--- config.mk ---
export PLATFORM = sky130hd
export DESIGN_NAME = seg_scan_ctrl
export DESIGN_NICKNAME = d
export VERILOG_FILES = /design/src/rtl/seg_scan_ctrl.sv
export SDC_FILE = /design/constraint.sdc
export NUM_CORES = 1
export LEC_CHECK = 0
export ABC_AREA = 1
export CAP_MARGIN = 5
export CORE_ASPECT_RATIO = 1.25
export CORE_MARGIN = 2
export CORE_UTILIZATION = 42
export CTS_BUF_LIST = sky130_fd_sc_hd__clkbuf_8
export DETAILED_ROUTE_END_ITERATION = 6
export PLACE_DENSITY = 0.65
export SYNTH_ARGS = -nofsm -noshare
export SYNTH_HDL_FRONTEND = slang
export SYNTH_SLANG_ARGS = --single-unit
--- constraint.sdc ---
create_clock -name clk -period 11.1 [get_ports clk]
set_input_delay 3.33 -clock clk [delete_from_list [all_inputs] [get_ports clk]]
set_output_delay 3.33 -clock clk [all_outputs]
set_load 0.02 [all_outputs]
--- src/rtl/seg_scan_ctrl.sv ---
// 4-digit multiplexed 7-segment scan controller: fixed digit order, dead-time, 16-level PWM, leading-zero blanking.
// New BCD values are taken over valid/ready into a shadow register; load_ready stays low until the next frame commit.
module seg_scan_ctrl #(
  parameter int          NUM_DIGITS   = 4,
  parameter logic [15:0] SCAN_DIV     = 16'd2500,
  parameter logic [7:0]  BLANK_CYCLES = 8'd16
) (
  input  logic        clk,
  input  logic        reset,
  input  logic        load_valid,
  output logic        load_ready,
  input  logic [15:0] load_value,
  input  logic [3:0]  brightness,
  input  logic        lzb_en,
  output logic [3:0]  digit_code,
  output logic        blank,
  output logic [3:0]  digit_sel,
  output logic        frame_done
);

  localparam int          SLOT_W    = $clog2(NUM_DIGITS);
  localparam logic [15:0] BLANK_W   = 16'(BLANK_CYCLES);
  localparam logic [15:0] STEP      = (SCAN_DIV - BLANK_W) / 16'd16;
  localparam logic [15:0] PH_LAST   = SCAN_DIV - 16'd1;
  localparam logic [SLOT_W-1:0] SLOT_LAST = SLOT_W'(NUM_DIGITS - 1);

  logic [15:0]       ph;
  logic [SLOT_W-1:0] slot;
  logic [15:0]       disp;
  logic [15:0]       pend;
  logic              pend_v;
  logic [3:0]        bri_q;
  logic              lzb_q;

  logic        ph_wrap;
  logic        frame_end;
  logic [15:0] win_end;
  logic        lz;
  logic        lit;

  assign ph_wrap   = (ph == PH_LAST);
  assign frame_end = ph_wrap && (slot == SLOT_LAST);
  assign win_end   = BLANK_W + (16'(bri_q) + 16'd1) * STEP;

  // Digit i is suppressed when it and every more significant nibble are zero.
  always_comb begin
    lz = 1'b0;
    if (lzb_q && (slot != '0)) begin
      lz = 1'b1;
      for (int i = 0; i < NUM_DIGITS; i++) begin
        if ((i >= int'(slot)) && (disp[4*i +: 4] != 4'd0)) begin
          lz = 1'b0;
        end
      end
    end
  end

  assign lit = (ph >= BLANK_W) && (ph < win_end) && !lz;

  assign digit_sel  = lit ? (4'b0001 << slot) : 4'b0000;
  assign blank      = ~lit;
  assign digit_code = disp[{slot, 2'b00} +: 4];
  assign frame_done = frame_end;
  assign load_ready = ~pend_v;

  // lzb_en is registered so that no output has a combinational path from an input.
  always_ff @(posedge clk) begin
    if (reset) begin
      ph     <= '0;
      slot   <= '0;
      disp   <= '0;
      pend   <= '0;
      pend_v <= 1'b0;
      bri_q  <= brightness;
      lzb_q  <= lzb_en;
    end else begin
      lzb_q <= lzb_en;
      if (ph_wrap) begin
        ph    <= '0;
        slot  <= slot + SLOT_W'(1);
        bri_q <= brightness;
      end else begin
        ph <= ph + 16'd1;
      end
      // A transfer needs pend_v low, so it can never collide with a commit.
      if (frame_end && pend_v) begin
        disp   <= pend;
        pend_v <= 1'b0;
      end else if (load_valid && !pend_v) begin
        pend   <= load_value;
        pend_v <= 1'b1;
      end
    end
  end

endmodule
==> results of run 1 <==
==> routing by layer <==
layer	wire length, um	global-route usage, %	share of wire, %
met1	2999	19.07	41
met2	3954	32.98	55
met3	166	2.662	2.3
met4	127	6.463	1.8
met5	0	0	0
==> worst max-delay path by stage <==
stage / start / end / slack, ps / depth (start not counted)
2_1_floorplan: bri_q[0] / digit_sel[0] / 3240 / 23
3_3_place_gp: bri_q[0] / digit_sel[0] / 2620 / 25
3_5_place_dp: bri_q[0] / digit_sel[0] / 2490 / 24
4_1_cts: bri_q[0] / digit_sel[0] / 2130 / 24
5_1_grt: bri_q[0] / digit_sel[0] / 1710 / 24
6_report: bri_q[0] / digit_sel[0] / 2150 / 24
==> registers in the layout (all words and copies together), names as in the netlist <==
register	cells
bri_q	4
disp	16
lzb_q	1
pend	16
pend_v	1
ph	16
slot	2
==> power by group through the flow <==
| stage | clock network, W | logic (W) | registers [W] |
|---|---|---|---|
| 2_1_floorplan | 0 | 0.000102 | 0.000219 |
| 3_3_place_gp | 0 | 0.000129 | 0.000220 |
| 3_5_place_dp | 0 | 0.000133 | 0.000220 |
| 6_report | 0.000118 | 0.000132 | 0.000216 |
| 4_1_cts | 0.000123 | 0.000134 | 0.000216 |
| 5_1_grt | 0.000131 | 0.000155 | 0.000217 |
==> metrics by stage <==
stage	hold slack, ps	cell area, um^2	setup WS, ps	utilization, %
2_1_floorplan	438.2	3473	3238	-
3_3_place_gp	452.7	3881	2621	47.64
3_5_place_dp	459.1	3881	2495	47.64
4_1_cts	473.4	3978	2127	48.82
5_1_grt	489.8	3978	1711	48.82
6_report	470.0	3978	2155	48.82
==> cells in the mapped netlist, types with 6 or more instances <==
| cell type | instances |
|---|---|
| xnor2_1 | 8 |
| nand4_1 | 6 |
| nor2_1 | 94 |
| dfxtp_1 | 52 |
| a21oi_1 | 22 |
| o21ai_1 | 9 |
| clkbuf_1 | 7 |
| ha_1 | 42 |
| nand3_1 | 12 |
| nand2_1 | 63 |
| o21ai_0 | 35 |
| nor2_2 | 13 |
| inv_1 | 46 |
==> worst register-to-register path, delay by kind of cell, from the launching register on <==
family                     cells  cell delay, ps
DFF                            1             400
buffers and inverters          1             230
and+or+nand+nor                6            1210
adders and majority gates      1             280
==> cell families after synthesis <==
kind of cell | Yosys count | synth area share (%)
and+or+nand+nor | 210 | 27.81
adders and majority gates | 45 | 16.86
buffers and inverters | 59 | 6.917
AOI/OAI and AO/OA | 78 | 11.96
xor gates and xnor gates | 12 | 3.026
DFF | 56 | 33.43
==> cell type report <==
class	instances	share of cell area [%]
clock buffer	7	2.422
inverter	49	4.687
multi-input combinational	345	52.09
sequential	56	29.19
tap	97	3.051
timing repair buffer	34	8.556
==> flow_metrics.tcl, run 1 <==
set metrics [dict create \
    path_max_fanout 6 \
    first_iter_violations 114 \
    syn_area_per_cell_um2 7.551 \
    required_ps 7770 \
    crit_top_cell "nand2_1" \
    seqPwrFrac_pct 46.3 \
    final_cell_count_no_fill 588 \
    period_share_pct 80.59 \
    drc 0 \
    dieArea_um2 9017 \
    multi_input_area_um2 2072 \
    rrSetupSlack_ps 8870 \
    finalSetupTns_ps 0 \
    seq_area_um2 1161 \
    worst_ir_drop_vdd_v 0.00009296 \
    vias_per_cell 5.046 \
    syn2layout_area_growth_pct 14.52 \
    max-cap-violations 0 \
    crit_family "adder cells" \
    track_usage_pct 17.40 \
    fin_crit_ps 8945 \
    synth_top_area_share_pct 29.97 \
    grt_overflow 0 \
    start_util_pct 42.63 \
    reg2reg_from "ph[0]" \
    grt_start_max_net_pins 37 \
    powerDensity_nw_per_um2 117.0 \
    cp.buffers_inverters 3 \
    synth_edf_count 4 \
    antenna_found_initial 0 \
    crit_path_end_kind "primary output" \
    hold_buffers 0 \
    critPathKind "reg -> out" \
    grt_pass1_wl_um 12710 \
    rr_endpoint "disp[0]" \
    p_clk_share_pct 25.3 \
    cts_resized 0 \
    power_w 0.0004653 \
    post-place-cells 581 \
    clkTransAtPathRegs_ps 100 \
    num_vias 2967 \
    swShare_pct 30.09 \
    async_flop_share_pct 0 \
    routed_wl_um 7248 \
    dp_hpwl_um 5716 \
    yosys_warnings 0 \
    htree_levels 2 \
    wl_per_cell_um 12.33 \
    mostFrequentLayoutCells "nor2_1, nand2_1, dfxtp_1" \
    rsz0062_at_grt "no" \
    synth_top_cell_by_area "dfxtp_1" \
    worstPathCellList "ha_1 -> xor2_1 -> ha_1 -> inv_1 -> fa_1 -> inv_1 -> fa_1 -> ha_1 -> nand3_1 -> nand2_1 -> nand3_1 -> nand2_1 -> nand2_1 -> nand3b_1 -> nand2_1 -> nand2_1 -> nand2_1 -> ha_1 -> a21oi_1 -> o21ai_0 -> a21oi_1 -> nand4_1 -> nor2_1 -> clkdlybuf4s50_1" \
    mostFrequentLayoutCell "nor2_1" \
    hold_class "reg -> reg" \
    synthTopCellsByArea "dfxtp_1, ha_1, nor2_1, nand2_1, o21ai_0" \
    cpPeakStageDelay_ps 630 \
    diodes 0 \
    status "complete, no violations" \
    core_area_um2 8148 \
    finalSetupViolCount 0 \
    startpoint_type "register" \
    syn_area_um2 3473 \
    yosysSeqAreaShare_pct 33.43 \
    p_switching_w 0.0001400 \
    cts-buffers-inserted 5 \
    grt_pass1_vias 2907 \
    ys_types 36 \
    nFillCells 827 \
    whs_endpoint "ph[15]" \
    p_leak_nw 1.822 \
    clk_latency_ps 310 \
    slowest_stage "clkdlybuf4s50_1" \
    chipHeight_um 105.7 \
    clockRootBuffer "clkbuf_8" \
    crit_arrival_ps 5620 \
    tightestPinTransition_ps 873.0 \
    power.internal_w 0.0003253 \
    combPwrFrac_pct 28.3 \
    cts_max_path_buffers 2 \
    hold_depth 2 \
    rr_worst_depth 8 \
    numPortBuffers 34 \
    ys_ff_latch 56 \
    min-delay-start "ph[15]" \
    layout-drive-gt1-share_pct 6.925 \
    post-cts-setup-buffer-count 0 \
    clock_sinks 56 \
    ys.flop_type "dfxtp_1" \
    pin_count 35 \
    maxClockFrequency_mhz 111.8 \
    dr.pass1.iters 4 \
    nNetsFinal 560 \
    cts_tree "yes" \
    finClkSkew_ps 6.754 \
    die_w_um 85.34 \
    num_rows 37 \
    synth_nets 529 \
    ant_nets 0 \
    relSlewSlack_pct 41.73 \
    gp_congestion 0.8281 \
    drv_slew 0 \
    final-hold-violation-count 0 \
    synth_cells 460 \
]
No activity file was read; power rests on OpenSTA's default activity.
==> run 2, diff against run 1 <==
==> constraint.sdc (replaced) <==
create_clock -name clk -period 8.6 [get_ports clk]
set_input_delay 2.58 -clock clk [delete_from_list [all_inputs] [get_ports clk]]
set_output_delay 2.58 -clock clk [all_outputs]
set_load 0.02 [all_outputs]
==> run 2 against run 1 <==
Sequential share of layout area shrank 0.14 points; count of clock-buffer cells in the layout shrank 2; sequential cell count is the same; die area is the same; cell area grew 0.47%; sequential power grew 29%; clock skew is essentially flat; core utilization grew 0.23 points; hold slack is essentially flat; critical endpoint unchanged; largest cell class unchanged; largest power group unchanged; highest routed layer unchanged.
==> flow_metrics.tcl, run 2 (synthesis results as in run 1) <==
set metrics [dict create \
    status "complete, no violations" \
    p_leak_nw 1.832 \
    dp_hpwl_um 5741 \
    cts_tree "yes" \
    dpl_cell_area_um2 3881 \
    nNetsFinal 560 \
    grt_pass1_vias 2889 \
    cts-buffers-inserted 5 \
    clkTransAtPathRegs_ps 100 \
    dieArea_um2 9017 \
    num_vias 2961 \
    finalSetupViolCount 0 \
    period_share_pct 95.09 \
    required_ps 6020 \
    htree_levels 2 \
    track_usage_pct 17.38 \
    start_util_pct 42.63 \
    routed_wl_um 7293 \
    grt_start_max_net_pins 37 \
    grt_overflow 0 \
    vias_per_cell 5.027 \
    drc 0 \
    die_w_um 85.34 \
    grt_pass1_wl_um 12700 \
    layout-drive-gt1-share_pct 7.114 \
    critPathKind "reg -> out" \
    fin_crit_ps 8177 \
    diodes 0 \
    numPortBuffers 34 \
    first_iter_violations 104 \
    num_rows 37 \
    power_w 0.0006182 \
    gp_congestion 0.8281 \
    finClkSkew_ps 6.770 \
    tightestPinTransition_ps 877.1 \
    relSlewSlack_pct 41.46 \
    rsz0062_at_grt "no" \
    core_area_um2 8148 \
    syn2layout_area_growth_pct 15.06 \
    cts_max_path_buffers 2 \
    largest_registers "disp: 16 flops, pend: 16 flops, ph: 16 flops" \
    final-hold-violation-count 0 \
    crit_arrival_ps 5600 \
    worst_ir_drop_vdd_v 0.0001220 \
    drv_slew 0 \
    path_max_fanout 6 \
    post-route-util_pct 49.05 \
    ant_nets 0 \
    cts_resized 0 \
    max-cap-violations 0 \
    clk_latency_ps 310 \
    startpoint_type "register" \
    hold_buffers 0 \
    antenna_found_initial 0 \
    dr.pass1.iters 6 \
    crit_path_end_kind "primary output" \
    post-cts-setup-buffer-count 0 \
    wl_per_cell_um 12.38 \
    rrSetupSlack_ps 6400 \
    mostFrequentLayoutCells "nor2_1, nand2_1, dfxtp_1" \
    maxClockFrequency_mhz 122.3 \
    finalSetupTns_ps 0 \
    design_area_um2 3996 \
    hold_class "reg -> reg" \
    chipHeight_um 105.7 \
    mostFrequentLayoutCell "nor2_1" \
    pin_count 35 \
    powerDensity_nw_per_um2 154.7 \
    clockRootBuffer "clkbuf_8" \
    clock_sinks 56 \
]
-- run 2: area by class of cell --
type | instances | area (um^2)
Fill cell | 845 | 4151
Multi-Input combinational cell | 345 | 2079
Sequential cell | 56 | 1161
Timing Repair Buffer | 34 | 340.3
Inverter | 49 | 186.4
Tap cell | 97 | 121.4
Clock buffer | 5 | 68.82
Clock inverter | 3 | 38.79
-- run 2: path summary, 6_finish.rpt --
check	to	cells past startpoint	start
setup / recovery	digit_sel[0]	25	bri_q[0]
hold / removal	ph[15]	2	ph[15]
setup reg to reg	disp[0]	8	ph[0]
hold reg to reg	ph[15]	2	ph[15]
-- run 2: worst max-delay path, stage by stage, from the launching register on --
cell and delay, ps:
edfxtp_1 490, ha_1 290, nand3_1 160, inv_1 130
ha_1 290, inv_1 50, fa_1 500, inv_1 60
fa_1 480, ha_1 360, nand3_1 90, nand2_1 100
nand3_1 70, nand2_1 110, nand2_1 60, nand3b_1 90
nand2_1 60, nand2_1 50, nand2_1 60, ha_1 280
a21oi_1 140, o21ai_0 90, a21oi_1 130, nand4_1 310
nor2_1 210, clkdlybuf4s50_1 630
-- run 2: through the flow --
step	hold WS, ps	instances	worst slack (ps)
final	469.9	589	422.7
after global routing	489.0	589	14.35
after CTS	472.7	589	374.3
after detailed placement	458.6	581	751.3
after global placement	452.7	581	870.5
after floorplan	438.2	460	1488
-- run 2: layer usage --
metal	routed length (um)	GRT usage, %	part of all wire, %
met1	3000	18.48	41
met2	4005	33.48	55
met3	155	2.662	2.1
met4	131	6.689	1.8
met5	0	0	0
-- run 2: power by group --
group	internal, W	switching [W]	total [W]
logic	0.0000764	0.0000942	0.000171
clock network	0.0000854	0.0000838	0.000169
registers	0.000272	0.00000681	0.000278
